==> config.mk <==
export PLATFORM = sky130hd
export DESIGN_NAME = ex_hilo_unit
export DESIGN_NICKNAME = d
export VERILOG_FILES = /design/src/rtl/ex_hilo_unit.sv
export SDC_FILE = /design/constraint.sdc
export NUM_CORES = 1
export LEC_CHECK = 0
export BUFFER_PORTS_ARGS = -buffer_cell sky130_fd_sc_hd__buf_2
export CELL_PAD_IN_SITES_DETAIL_PLACEMENT = 1
export CELL_PAD_IN_SITES_GLOBAL_PLACEMENT = 1
export CORE_ASPECT_RATIO = 1.25
export CORE_MARGIN = 5
export CORE_UTILIZATION = 49
export DETAILED_ROUTE_END_ITERATION = 7
export PLACE_DENSITY = 0.91
export RECOVER_POWER = 25
export REMOVE_ABC_BUFFERS = 1
export SLEW_MARGIN = 40
export SYNTH_ARGS = -nofsm -noshare
export SYNTH_HDL_FRONTEND = slang
export SYNTH_SLANG_ARGS = --single-unit
==> constraint.sdc <==
create_clock -name Clk -period 7.7 [get_ports Clk]
set_input_delay 1.54 -clock Clk [delete_from_list [all_inputs] [get_ports Clk]]
set_output_delay 1.54 -clock Clk [all_outputs]
set_load 0.01 [all_outputs]
==> src/rtl/ex_hilo_unit.sv <==
// Execute-stage HI/LO unit: iterative mult/multu/div/divu (33-cycle latency) plus mthi/mtlo.
// Optional macro HILO_FAST_MUL_EN makes mult/multu single-pass (IDLE -> FIX) with a combinational product.
module ex_hilo_unit (
  input  logic        Clk,
  input  logic        Rst,
  input  logic        Start_In,
  input  logic [1:0]  Op_In,
  input  logic [31:0] OperandA_In,
  input  logic [31:0] OperandB_In,
  input  logic        mthi_In,
  input  logic        mtlo_In,
  input  logic [31:0] WriteData_In,
  output logic        Busy_Out,
  output logic        Done_Out,
  output logic        DivByZero_Out,
  output logic [31:0] Hi_Out,
  output logic [31:0] Lo_Out
);

  typedef enum logic [1:0] {IDLE, CALC, FIX} state_t;

  state_t      state_q, state_d;
  logic [4:0]  cnt_q, cnt_d;
  logic [1:0]  op_q, op_d;
  logic        sa_q, sa_d, sb_q, sb_d;
  logic [31:0] a_q, a_d, b_q, b_d;
  logic [63:0] acc_q, acc_d;
  logic [31:0] rem_q, rem_d;
  logic [31:0] hi_q, hi_d, lo_q, lo_d;
  logic        done_q, done_d, dbz_q, dbz_d;

  logic        signed_in;
  logic [31:0] a_mag, b_mag;
  logic [32:0] mul_sum;
  logic [32:0] div_shift;
  logic        div_ge;
  logic        neg_prod, neg_rem;
  logic [63:0] prod_mag, prod_fix;
  logic [31:0] quo_fix, rem_fix, a_raw;

  assign signed_in = ~Op_In[0];
  assign a_mag = (signed_in && OperandA_In[31]) ? 32'd0 - OperandA_In : OperandA_In;
  assign b_mag = (signed_in && OperandB_In[31]) ? 32'd0 - OperandB_In : OperandB_In;

  // Multiply: multiplier sits in acc[31:0] and shifts out LSB-first as the product shifts in.
  assign mul_sum = {1'b0, acc_q[63:32]} + {1'b0, (acc_q[0] ? a_q : 32'd0)};

  // Divide: dividend shifts out of acc[31:0] MSB-first, quotient bits shift in behind it.
  assign div_shift = {rem_q, acc_q[31]};
  assign div_ge    = (div_shift >= {1'b0, b_q});

  assign neg_prod = ~op_q[0] & (sa_q ^ sb_q);
  assign neg_rem  = ~op_q[0] & sa_q;

`ifdef HILO_FAST_MUL_EN
  assign prod_mag = {32'd0, a_q} * {32'd0, b_q};
`else
  assign prod_mag = acc_q;
`endif

  assign prod_fix = neg_prod ? 64'd0 - prod_mag : prod_mag;
  assign quo_fix  = neg_prod ? 32'd0 - acc_q[31:0] : acc_q[31:0];
  assign rem_fix  = neg_rem ? 32'd0 - rem_q : rem_q;
  assign a_raw    = neg_rem ? 32'd0 - a_q : a_q;

  always_comb begin
    state_d = state_q;
    cnt_d   = cnt_q;
    op_d    = op_q;
    sa_d    = sa_q;
    sb_d    = sb_q;
    a_d     = a_q;
    b_d     = b_q;
    acc_d   = acc_q;
    rem_d   = rem_q;
    hi_d    = hi_q;
    lo_d    = lo_q;
    done_d  = 1'b0;
    dbz_d   = 1'b0;
    case (state_q)
      IDLE: begin
        if (Start_In) begin
          op_d    = Op_In;
          sa_d    = OperandA_In[31];
          sb_d    = OperandB_In[31];
          a_d     = a_mag;
          b_d     = b_mag;
          acc_d   = Op_In[1] ? {32'd0, a_mag} : {32'd0, b_mag};
          rem_d   = 32'd0;
          cnt_d   = 5'd31;
          state_d = CALC;
`ifdef HILO_FAST_MUL_EN
          if (!Op_In[1]) state_d = FIX;
`endif
        end else begin
          if (mthi_In) hi_d = WriteData_In;
          if (mtlo_In) lo_d = WriteData_In;
        end
      end
      CALC: begin
        if (op_q[1]) begin
          rem_d = div_ge ? div_shift[31:0] - b_q : div_shift[31:0];
          acc_d = {acc_q[63:32], acc_q[30:0], div_ge};
        end else begin
          acc_d = {mul_sum, acc_q[31:1]};
        end
        if (cnt_q == 5'd0) state_d = FIX;
        else               cnt_d   = cnt_q - 5'd1;
      end
      FIX: begin
        done_d  = 1'b1;
        state_d = IDLE;
        if (op_q[1]) begin
          if (b_q == 32'd0) begin
            hi_d  = a_raw;
            lo_d  = 32'hFFFF_FFFF;
            dbz_d = 1'b1;
          end else begin
            hi_d = rem_fix;
            lo_d = quo_fix;
          end
        end else begin
          hi_d = prod_fix[63:32];
          lo_d = prod_fix[31:0];
        end
      end
      default: state_d = IDLE;
    endcase
  end

  always_ff @(posedge Clk) begin
    if (!Rst) begin
      state_q <= IDLE;
      cnt_q   <= 5'd0;
      op_q    <= 2'd0;
      sa_q    <= 1'b0;
      sb_q    <= 1'b0;
      a_q     <= 32'd0;
      b_q     <= 32'd0;
      acc_q   <= 64'd0;
      rem_q   <= 32'd0;
      hi_q    <= 32'd0;
      lo_q    <= 32'd0;
      done_q  <= 1'b0;
      dbz_q   <= 1'b0;
    end else begin
      state_q <= state_d;
      cnt_q   <= cnt_d;
      op_q    <= op_d;
      sa_q    <= sa_d;
      sb_q    <= sb_d;
      a_q     <= a_d;
      b_q     <= b_d;
      acc_q   <= acc_d;
      rem_q   <= rem_d;
      hi_q    <= hi_d;
      lo_q    <= lo_d;
      done_q  <= done_d;
      dbz_q   <= dbz_d;
    end
  end

  assign Busy_Out      = (state_q != IDLE);
  assign Done_Out      = done_q;
  assign DivByZero_Out = dbz_q;
  assign Hi_Out        = hi_q;
  assign Lo_Out        = lo_q;

endmodule
==> results.toml <==
[clock_network]
clockBufferDepth = 3
clk_pin_slew_ns = 0.06
cts-resized-gates = 0
clock_latency_ns = 0.56
clkSinkCount = 237
cts_setup_buffers = 0
cts-root-buf = "clkbuf_16"
numCtsBuffers = 26
htree_levels = 1
hold_buffers = 0
cts_tree = "built"

[drt]
drc = 0
wl_met2_um = 34400
dr.max_layer_used = "met4"
dr_wl_met3_um = 4730
met1_length_um = 27700
ant_nets = 0
dr_total_vias = 18969
first_pass_iters = 6
drt_iter0_drc = 1619
viasPerCell = 6.56
wl_per_cell_um = 24.7
drt-total-wl_um = 71400

[setup_path]
startpoint_type = "primary input"
setup.worst_path.end_class = "flop"
worstPathArrival_ns = 6.33
critPathLaunch = "Rst"
critPathMaxFanout = 93
reg2reg_depth = 12
regToRegStartpoint = "acc_q[0]$_SDFFE_PN0P_"
crit_type = "primary input to flop"
cp.required_ns = 8.11

[global_route]
first_global_vias = 19651
grt_max_degree = 94
grt_pass1_wl_um = 110000
gr-total-overflow = 0
antenna_found_initial = 0
grt.total_usage = 0.336

[floorplanning]
start_util = 0.498
dieArea_um2 = 40100
fp.dieH_um = 223
dieWidth_um = 180
io_pins = 170
core-area_um2 = 35600
row_count = 77

[pwr]
ir_worst_vdd_mv = 0.152
power.density_nw_per_um2 = 193
power_leakage_nw = 7.78

[cells_and_area]
diodes = 0
final_cell_mix = "nor2_1 (240), dfxtp_1 (236), nand2_1 (211), a21oi_1 (200), o21ai_0 (141)"
design_area_um2 = 19800
syn2layout_area_growth_pct = 11.6
fin_nets = 2572
layout_commonest_cell = "nor2_1"
drive_above_1_share = 0.0956

[placed_design]
dp_hpwl_um = 52500
portBuffers = 169
dpl_cell_area_um2 = 18900
place_congestion = 0.947

[yosys]
yosys_warnings = 0
synth_edf_count = 0
ys_ff_latch = 237
synth_seq_area_share = 0.268
async_flop_share = 0
synthCells = 2313
synth_area_um2 = 17700
synth.avg_cell_area_um2 = 7.66
yosysUniqueCellTypes = 71
yosys_most_used_dff = "dfxtp_1"

[timing]
fmax_ghz = 0.169
hold_viol = 0
final-setup-viol-count = 0
fin_skew_ns = 0.0124
rsz0062_at_grt = "false"
fin_crit_sh = 0.770
period_minus_slack_ns = 5.93
drv_slew = 94
worst_pin_slew_ns = 2.14
max_slew_margin = -0.428
tns_ns = 0

[run]
drv_cap = 1

[hold_path]
hold_depth = 2
hold_class = "flop to flop"
holdCritStartpoint = "Lo_Out[20]$_SDFFE_PN0P_"

[outcome]
outcome = "finished with violations"
violations = "capacitance limit, slew limit"
==> worst max-delay path, cell delays in order <==
cell        delay [ns]
buf_2             0.07
clkbuf_1          1.01
clkinvlp_2        1.57
clkbuf_2          1.38
a2111oi_0         0.68
==> metal layers <==
layer,vias to the layer above,track usage
li1,8558,-
met1,9348,0.404
met2,826,0.578
met3,237,0.0432
met4,0,0.192
met5,-,0
==> Yosys cell counts (4+ instances only) <==
cell type	count	area [um^2]
nor3_1	43	215
a22oi_1	16	120
o41ai_1	21	184
nand3_1	23	115
o211a_1	4	40.0
nand2_1	212	796
a21o_1	29	218
a211o_1	7	61.3
clkbuf_1	128	480
a311oi_1	11	96.3
o211ai_1	16	120
xor2_1	117	1020
inv_1	81	304
a221oi_1	8	70.1
o21bai_1	6	45.0
o31ai_1	43	323
or3_1	19	119
dfxtp_1	237	4740
o21ai_0	141	706
mux2_2	11	124
mux2i_1	85	851
buf_1	14	52.6
and4_1	4	35.0
and2_1	42	263
a31oi_1	17	106
buf_2	5	25.0
nor4_1	31	194
nor2b_1	20	125
or4_1	25	188
a32o_1	8	80.1
and3_1	6	37.5
nand2b_1	24	150
o21a_1	10	75.1
nor2_1	241	905
nand4_1	8	50.1
o22ai_1	7	43.8
a32oi_1	6	52.6
o221ai_1	25	219
ha_1	71	888
a21oi_1	201	1010
xnor2_1	117	1020
a211oi_1	120	901
==> state kept, by name, summed over array words and instances, names as in the netlist <==
| name | cells |
|---|---|
| acc_q | 64 |
| Hi_Out | 32 |
| Lo_Out | 32 |
| a_q | 32 |
| b_q | 32 |
| rem_q | 32 |
| cnt_q | 5 |
| op_q | 2 |
| state_q | 2 |
| DivByZero_Out | 1 |
| Done_Out | 1 |
| sa_q | 1 |
| sb_q | 1 |
==> power by group <==
part | internal (mW) | switching (mW)
Sequential | 1.31 | 0.129
Combinational | 0.349 | 0.641
Clock | 0.824 | 0.567
Total | 2.49 | 1.34
==> final cells by class <==
type	instances	area, um^2
Fill cell	4490	15800
Multi-Input combinational cell	1848	12200
Sequential cell	237	4750
Timing Repair Buffer	202	1010
Clock buffer	36	759
Tap cell	474	593
Inverter	81	305
Clock inverter	12	170
==> metrics by stage <==
| stage | std cells | hold slack, ns | total power [mW] | utilization | setup slack [ns] |
|---|---|---|---|---|---|
| 3_3_place_gp | 2841 | 0.437 | 2.36 | 0.531 | 3.04 |
| 2_1_floorplan | 2166 | 0.448 | 2.06 | - | 0.785 |
| 5_1_grt | 2890 | 0.476 | 3.95 | 0.556 | 1.70 |
| 3_5_place_dp | 2842 | 0.444 | 2.42 | 0.533 | 2.89 |
| 4_1_cts | 2890 | 0.453 | 3.80 | 0.559 | 3.41 |
| 6_report | 2890 | 0.453 | 3.82 | 0.556 | 1.77 |
==> final timing paths <==
| kind | end | slack [ns] |
|---|---|---|
| worst min-delay path | Lo_Out[20]$_SDFFE_PN0P_ | 0.45 |
| worst min register to register | Lo_Out[20]$_SDFFE_PN0P_ | 0.45 |
| worst max-delay path | acc_q[24]$_SDFFE_PN0P_ | 1.77 |
| worst max register to register | Hi_Out[12]$_SDFFE_PN0P_ | 3.66 |
==> logic make-up (layout without fill, tap and decap cells) <==
| family | count (synthesis) | after routing | share of synthesized area |
|---|---|---|---|
| compound gates | 729 | 729 | 0.271 |
| xor+xnor | 234 | 234 | 0.116 |
| fa+ha+maj | 73 | 73 | 0.0524 |
| buf+inv | 228 | 331 | 0.0487 |
| flops | 237 | 237 | 0.268 |
| mux | 96 | 96 | 0.0550 |
| simple gates | 716 | 716 | 0.189 |
Power figures use the tool's default switching activity.
